--- src/rtl/branch_resolve_queue_pkg.sv ---
// Shared branch-predictor types and default sizing.
// Latency: n/a (declarations only).
// Backpressure: n/a (declarations only).
package branch_resolve_queue_pkg;

  localparam int BP_DEPTH = 8;
  localparam int BP_PC_W  = 32;

  // One in-flight prediction: branch address plus predicted direction.
  typedef struct packed {
    logic [BP_PC_W-1:0] pc;
    logic               taken;
  } bp_entry_t;

endpackage

--- src/rtl/branch_resolve_queue_fifo.sv ---
// In-order DEPTH-entry FIFO of in-flight predictions; dout is always the head entry.
// Latency: a pushed entry is visible at dout one cycle after the push edge (if it is the head).
// Backpressure: push ignored when full, pop ignored when empty; flush wins over both.
module bp_entry_fifo
  import branch_resolve_queue_pkg::*;
#(
  parameter int DEPTH = BP_DEPTH,
  parameter int PTR_W = $clog2(DEPTH)
) (
  input  logic             Clk,
  input  logic             reset,
  input  logic             push,
  input  logic             pop,
  input  logic             flush,
  input  bp_entry_t        din,
  output bp_entry_t        dout,
  output logic             full,
  output logic             empty,
  output logic [PTR_W:0]   count
);

  localparam logic [PTR_W:0] FULL_CNT = (PTR_W+1)'(DEPTH);

  logic [PTR_W-1:0] wr_ptr_q, wr_ptr_d;
  logic [PTR_W-1:0] rd_ptr_q, rd_ptr_d;
  logic [PTR_W:0]   count_q, count_d;
  bp_entry_t        mem_q [DEPTH];

  logic do_push;
  logic do_pop;

  // Occupancy, not pointer equality, decides full/empty so wrap needs no extra bit.
  assign full    = (count_q == FULL_CNT);
  assign empty   = (count_q == '0);
  assign count   = count_q;
  assign dout    = mem_q[rd_ptr_q];
  assign do_push = push && !full && !flush;
  assign do_pop  = pop && !empty && !flush;

  // Next-state for pointers and occupancy; flush returns everything to the empty state.
  always_comb begin
    wr_ptr_d = wr_ptr_q;
    rd_ptr_d = rd_ptr_q;
    count_d  = count_q;
    if (flush) begin
      wr_ptr_d = '0;
      rd_ptr_d = '0;
      count_d  = '0;
    end else begin
      if (do_push) wr_ptr_d = wr_ptr_q + PTR_W'(1);
      if (do_pop)  rd_ptr_d = rd_ptr_q + PTR_W'(1);
      count_d = count_q + (PTR_W+1)'(do_push) - (PTR_W+1)'(do_pop);
    end
  end

  // Pointer and occupancy registers.
  always_ff @(posedge Clk or negedge reset) begin
    if (!reset) begin
      wr_ptr_q <= '0;
      rd_ptr_q <= '0;
      count_q  <= '0;
    end else begin
      wr_ptr_q <= wr_ptr_d;
      rd_ptr_q <= rd_ptr_d;
      count_q  <= count_d;
    end
  end

  // Entry storage; contents are don't-care until written, so no reset.
  always_ff @(posedge Clk) begin
    if (do_push) mem_q[wr_ptr_q] <= din;
  end

endmodule

--- src/rtl/branch_resolve_queue.sv ---
// Holds predictions in program order and scores each against its resolved outcome.
// Latency: enable/BranchResult/mismatch_err are registered, one cycle after the resolving edge.
// Backpressure: pred_ready = !full, res_ready = !empty; no same-cycle push-to-resolve bypass.
module branch_resolve_queue
  import branch_resolve_queue_pkg::*;
#(
  parameter int DEPTH = BP_DEPTH,
  parameter int PTR_W = $clog2(DEPTH),
  parameter int PC_W  = BP_PC_W
) (
  input  logic             Clk,
  input  logic             reset,
  input  logic             flush,
  input  logic             pred_valid,
  input  logic             pred_taken,
  input  logic [PC_W-1:0]  pred_pc,
  output logic             pred_ready,
  input  logic             res_valid,
  input  logic             res_taken,
  input  logic [PC_W-1:0]  res_pc,
  output logic             res_ready,
  output logic             BranchResult,
  output logic             enable,
  output logic             mismatch_err,
  output logic [PTR_W:0]   count
);

  bp_entry_t din;
  bp_entry_t head;
  logic      full;
  logic      empty;
  logic      pop_fire;

  logic branch_result_q, branch_result_d;
  logic enable_q, enable_d;
  logic mismatch_q, mismatch_d;

  assign din        = '{pc: pred_pc, taken: pred_taken};
  assign pred_ready = !full;
  assign res_ready  = !empty;
  assign pop_fire   = res_valid && !empty && !flush;

  bp_entry_fifo #(
    .DEPTH (DEPTH),
    .PTR_W (PTR_W)
  ) u_fifo (
    .Clk   (Clk),
    .reset (reset),
    .push  (pred_valid),
    .pop   (res_valid),
    .flush (flush),
    .din   (din),
    .dout  (head),
    .full  (full),
    .empty (empty),
    .count (count)
  );

  // Score the head entry on a pop; a PC miss still discards the entry but raises an error instead of counting.
  always_comb begin
    enable_d        = 1'b0;
    mismatch_d      = 1'b0;
    branch_result_d = branch_result_q;
    if (pop_fire) begin
      if (res_pc == head.pc) begin
        enable_d        = 1'b1;
        branch_result_d = (res_taken == head.taken);
      end else begin
        mismatch_d      = 1'b1;
        branch_result_d = 1'b0;
      end
    end
  end

  // Registered result outputs.
  always_ff @(posedge Clk or negedge reset) begin
    if (!reset) begin
      branch_result_q <= 1'b0;
      enable_q        <= 1'b0;
      mismatch_q      <= 1'b0;
    end else begin
      branch_result_q <= branch_result_d;
      enable_q        <= enable_d;
      mismatch_q      <= mismatch_d;
    end
  end

  assign BranchResult = branch_result_q;
  assign enable       = enable_q;
  assign mismatch_err = mismatch_q;

endmodule

--- config.mk ---
export PLATFORM = sky130hd
export DESIGN_NAME = branch_resolve_queue
export DESIGN_NICKNAME = d
export VERILOG_FILES = /design/src/rtl/branch_resolve_queue_pkg.sv /design/src/rtl/branch_resolve_queue_fifo.sv /design/src/rtl/branch_resolve_queue.sv
export SDC_FILE = /design/constraint.sdc
export NUM_CORES = 1
export LEC_CHECK = 0
export BUFFER_PORTS_ARGS = -buffer_cell sky130_fd_sc_hd__buf_2
export CAP_MARGIN = 25
export CELL_PAD_IN_SITES_DETAIL_PLACEMENT = 1
export CELL_PAD_IN_SITES_GLOBAL_PLACEMENT = 2
export CORE_UTILIZATION = 45
export DETAILED_ROUTE_END_ITERATION = 10
export GPL_TIMING_DRIVEN = 0
export PLACE_DENSITY = 0.87
export SYNTH_ARGS = -nofsm -noshare
export SYNTH_HDL_FRONTEND = slang
export SYNTH_SLANG_ARGS = --single-unit
--- constraint.sdc ---
create_clock -name Clk -period 4.9 [get_ports Clk]
set_input_delay 0.98 -clock Clk [delete_from_list [all_inputs] [get_ports Clk]]
set_output_delay 0.98 -clock Clk [all_outputs]
set_load 0.02 [all_outputs]
-- After elaboration in Yosys (flattened, before gate mapping)
Memories as Yosys holds them, arrays and structs flattened.
Cells that the tools add are included.
- logic and storage cells: 36
- bits in registers: 13
- output and inout bits: 9
- memories kept: 1
- bits of input ports: 71
- RAM bits: 264
- memories (name ; depth ; width ; read ports ; clocked after memory_dff ; wr ports ; line ; text):
    u_fifo.mem_q ; 8 ; 33 ; 1 ; 0 ; 1 ; branch_resolve_queue_fifo.sv:27 ; bp_entry_t mem_q [DEPTH];
- add/subtract/negate cells: 4
- reductions and logical operators: 10
- equality and inequality tests: 3
- mux-type cells: 12
- operator list (kind ; count):
    $eq 32x32->1 ; 1
    $mux 3 ; 4
    $mux 1 ; 7
    $add 3x1->3 const B ; 2
    $add 4x1->4 ; 1
    $eq 4x4->1 const B ; 1
    $logic_and 1x1->1 ; 4
    $logic_not 4->1 ; 1
    $mux 4 ; 1
    $reduce_bool 2->1 ; 2
    $sub 4x1->4 ; 1
    $logic_not 1->1 ; 3
    $eq 1x1->1 ; 1

-- Longest topological paths before layout
- word-level depth: 7
- gate-level depth with buffers: 13
- depth with buffers taken out: 13

-- Modules after synthesis
From an unflattened synthesis, not the netlist that was laid out.
- cell total of the unflattened synthesis: 512
- area, all modules: 11288.3 µm²
- by module, submodules not included (module ; sequential area each (µm²) ; cells each ; area each (µm²) ; instances):
    bp_entry_fifo ; 8177.8 ; 457 ; 10805.4 ; 1
    branch_resolve_queue ; 75.1 ; 55 ; 483.0 ; 1

-- Worst setup path before layout
Ideal clock, no wire load.
- path kind: reg2reg
- from: register u_fifo.count_q[2] (netlist: u_fifo.count[2])
- to: memory u_fifo.mem_q[0][0] in the netlist's numbering (enable)
- stages on the path, launching flop included: 7
- setup time: 0.464 ns
- buffers on the path: 0
- setup slack: 0.696 ns
- data required time: 4.436 ns
- arrival time: 3.740 ns
- clock period less this slack: 4.204 ns
- path through: dfrtp_1 -> inv_1 -> ha_1 -> nand2_1 -> nand2_1 -> or3_1 -> nor3_1
- longest elaborated chain between the ends: 6
- RTL lines (item ; line ; text):
    from (decl) ; branch_resolve_queue_fifo.sv:26 ; logic [PTR_W:0] count_q, count_d;
    from (signal assigned) ; branch_resolve_queue_fifo.sv:65 ; count_q <= count_d;
    $eq 4x4->1 ; branch_resolve_queue_fifo.sv:33 ; assign full = (count_q == FULL_CNT);
    $logic_not 1->1 ; n/a ;
    via pred_ready ; branch_resolve_queue.sv:17 ; output logic pred_ready,
    $logic_and 1x1->1 (2 in a row) ; branch_resolve_queue_fifo.sv:37 ; assign do_push = push && !full && !flush;
    $mux 1 ; branch_resolve_queue_fifo.sv:71 ; if (do_push) mem_q[wr_ptr_q] <= din;
    $mux 1 (not written as such) ; branch_resolve_queue_fifo.sv:71 ;
    to (decl) ; branch_resolve_queue_fifo.sv:27 ;
The timed path passes the listed nets, and every way through them passes these cells.

-- Worst setup path in the final report
- from: register u_fifo.rd_ptr_q[1]
- to: register mismatch_q (netlist: mismatch_err)
- longest elaborated chain between the ends: 4
- RTL lines (item ; line ; text):
    from (decl) ; branch_resolve_queue_fifo.sv:25 ; logic [PTR_W-1:0] rd_ptr_q, rd_ptr_d;
    from (signal assigned) ; branch_resolve_queue_fifo.sv:64 ; rd_ptr_q <= rd_ptr_d;
    $mem_v2 8x33 ; n/a ;
    $eq 32x32->1 ; branch_resolve_queue.sv:65 ; if (res_pc == head.pc) begin
    $mux 1 ; branch_resolve_queue.sv:65 ;
    $mux 1 ; branch_resolve_queue.sv:64 ; if (pop_fire) begin
    via mismatch_d ; branch_resolve_queue.sv:36 ; logic mismatch_q, mismatch_d;
    to (signal assigned) ; branch_resolve_queue.sv:84 ; mismatch_q <= mismatch_d;
    to (decl) ; branch_resolve_queue.sv:36 ;
The timed path passes the listed nets, and every way through them passes these cells.
A chain may end at the register's enable or synchronous reset.

==> out/metrics.cfg <==
[yosys]
synth_fp_nets = 617
yosys.area_share.simple = 0.0258
synth_top_family_by_area = multiplexers
synth_ff_type = edfxtp_1
synth-async-reset-ratio = 0.0469
syn-instance-count = 537
synth_edf_count = 264
synthDominantCellAreaShare = 0.721
ys_ff_latch = 277
avgSynthCellArea_sq_um = 20.5
ys_types = 32
synth_area_leaders = edfxtp_1, mux4_2, mux2i_1, dfrtp_1, xor2_1
synth_compound_area_frac = 0.0127
synthMuxAreaShare = 0.156
synth_warnings = 0
synth_largest_area_cell = edfxtp_1
synth-xor-area-share = 0.0311
synth_common_cells = edfxtp_1, mux4_2, mux2i_1, xor2_1, nor2_1
synth_area_sq_um = 11000
synth_fa_ha_area_frac = 0.0109
synth_most_common_cell = edfxtp_1
ys_seq_area_frac = 0.750

[critical_path]
r2r-end = mismatch_err$_DFF_PN0_
cp-end-kind = flip-flop
required_ns = 5.32
worst-path-max-fanout = 10
cp-start-kind = flip-flop
r2r_slack_ns = 1.49
r2r.worst_path.cells = 8
slowest_stage = clkbuf_1
cp_cell_sequence = clkbuf_1 > clkbuf_1 > nor2_1 > a221oi_1 > xor2_1 > nor4_1 > nand4_1 > and2_1
arrival_ns = 3.84
crit_type = flip-flop to flip-flop
max_stage_delay_ns = 0.64
rr_startpoint = u_fifo.rd_ptr_q[1]$_DFFE_PN0P_
cpMostUsedCell = clkbuf_1

[power]
internal_power_mw = 4.77
combPwrFrac = 0.212
peakVddDrop_v = 0.000344
p_seq_frac = 0.426
powerDensity_nw_per_um2 = 491
swShare = 0.257
switchingPower_mw = 1.65
p_leak_nw = 4.35
power_frac_clock = 0.363

[sta]
worstMarginPinSlew_ns = 0.781
slew_headroom = 0.479
setup_violations = 0
period_needed_ns = 3.41
clock_skew_ns = 0.0119
final-max-slew-violation-count = 0
fin_setup_tns_ns = 0
hold_viol = 0
fmax_ghz = 0.293
rsz0062_at_grt = false
fin_crit_sh = 0.697

[clocking]
post_cts_buffers = 0
insertion_delay_ns = 0.54
clk_path_buf_depth = 3
cts_resized = 0
cts-root-buf = clkbuf_16
cts_max_level = 1
cts_made_buffers = 29
cts_hold_buf = 0
cts_sinks = 277
clk_transition_reported_paths_ns = 0.06
cts_tree = yes

[global_route]
grt_pass1_wl_mm = 38.4
grt_start_max_net_pins = 25
grt.busiest_layer = met2
met2_usage = 0.380
antenna_found_initial = 2
met3_usage = 0.0392
grt_pass1_vias = 6211
grt_overflow_total = 0
met1_usage = 0.279
grt_util_all_layers = 0.216

[routing]
drc_errors = 0
wl_per_cell_um = 25.6
drtIter0Drc = 279
postRouteAntennaNets = 0
wl_mm = 25.7
dr_total_vias = 5564
avgViaCountPerCell = 5.55
drt_first_pass_iters = 4

[cells_and_area]
design_area_sq_um = 13100
finalNetCount = 742
synthToLayoutAreaGrowth_pct = 19.0
area.sequential_sq_um = 8250
multi_input_area_sq_um = 2660
fillCellCount = 2111
drive_above_1_share = 0.329

[die]
die_height_um = 158
pin_count = 80
num_rows = 56
dieArea_sq_um = 25100
start_util = 0.463
die_x_um = 158
core-area_sq_um = 23800

[hold_path]
hold_class = input port to asynchronous set/reset pin

[place]
gp_congestion = 0.726
place_area_sq_um = 12100
dp_hpwl_mm = 16.8
port_buffers = 79

[run]
cap_violations = 0

[status]
status = complete, no violations

==> cell type report <==
class / instances / area share
Buffer: 21 / 0.00909
Multi-Input combinational cell: 232 / 0.203
Clock buffer: 33 / 0.0566
Antenna cell: 1 / 0.000191
Inverter: 7 / 0.00201
Clock inverter: 19 / 0.0206
Timing Repair Buffer: 94 / 0.0472
Sequential cell: 277 / 0.631
Tap cell: 319 / 0.0305
==> per-stage QoR <==
step | hold slack, ns | total power [mW] | instances | util | setup slack (ns)
6_report | 0.328 | 6.42 | 1003 | 0.551 | 1.49
5_1_grt | 0.336 | 6.67 | 1002 | 0.551 | 1.21
4_1_cts | 0.325 | 6.49 | 1001 | 0.550 | 0.981
3_5_place_dp | 0.488 | 4.15 | 949 | 0.508 | 0.988
3_3_place_gp | 0.464 | 4.06 | 935 | 0.496 | -2.12
2_1_floorplan | 0.546 | 3.75 | 537 | - | 0.696
==> routing by layer <==
layer / wire (um) / vias to the layer above / share of wire
met2: 13300 / 142 / 0.52
met5: 13 / - / 0.00051
met3: 1180 / 36 / 0.046
met1: 10700 / 2953 / 0.42
li1: - / 2431 / -
met4: 427 / 2 / 0.017
==> logic make-up after synthesis <==
family          count (synthesis)
flops                         277
mux                           107
simple gates                   58
xor+xnor                       39
buf+inv                        28
compound gates                 19
fa+ha+maj                       9
==> cell usage in the layout (no fill, tap or decap), drive strengths merged, types with 2 or more instances in the layout <==
cell,instances
mux4,50
nand3,5
nand2,11
nand3b,2
buf,110
nand2b,3
xnor2,4
dfrtp,13
clkbuf,38
nor3,2
nor4,3
mux2,14
mux2i,43
bufinv,7
o22ai,7
a221oi,7
clkinv,10
inv,8
edfxtp,264
nor2b,3
nor2,18
ha,8
nand4,8
xor2,35
a21oi,3
==> critical path, delay by kind of cell (launching register included) <==
kind,cells,cell delay [ns]
AND/OR/NAND/NOR,4,1.18
buffers and inverters,2,1.01
AO/OA/AOI/OAI,1,0.61
XOR/XNOR,1,0.13
flip-flops,1,0.36
==> power by group through the flow <==
| stage | Sequential [mW] | Combinational, mW | Clock, mW |
|---|---|---|---|
| 4_1_cts | 2.73 | 1.39 | 2.36 |
| 5_1_grt | 2.74 | 1.48 | 2.44 |
| 3_5_place_dp | 2.78 | 1.37 | 0 |
| 2_1_floorplan | 2.79 | 0.954 | 0 |
| 6_report | 2.73 | 1.36 | 2.33 |
| 3_3_place_gp | 2.78 | 1.28 | 0 |
==> worst max path at each step <==
stage                                         from                             to  slack (ns)  cells past startpoint
floorplan                u_fifo.count[2]$_DFF_PN0_   u_fifo.mem_q[0][0]$_DFFE_PP_        0.70                      6
global placement                        pred_valid  u_fifo.mem_q[0][16]$_DFFE_PP_       -2.12                      4
detailed placement  u_fifo.rd_ptr_q[1]$_DFFE_PN0P_         mismatch_err$_DFF_PN0_        0.99                      9
CTS                 u_fifo.rd_ptr_q[1]$_DFFE_PN0P_         mismatch_err$_DFF_PN0_        0.98                      9
global route        u_fifo.rd_ptr_q[1]$_DFFE_PN0P_         mismatch_err$_DFF_PN0_        1.21                      8
finish              u_fifo.rd_ptr_q[1]$_DFFE_PN0P_         mismatch_err$_DFF_PN0_        1.49                      8
==> state kept, by name (all words and copies together), names as in the netlist <==
| name | count |
|---|---|
| BranchResult | 1 |
| enable | 1 |
| mismatch_err | 1 |
| u_fifo.count | 4 |
| u_fifo.mem_q | 264 |
| u_fifo.rd_ptr_q | 3 |
| u_fifo.wr_ptr_q | 3 |
(Power assumes the default switching activity.)
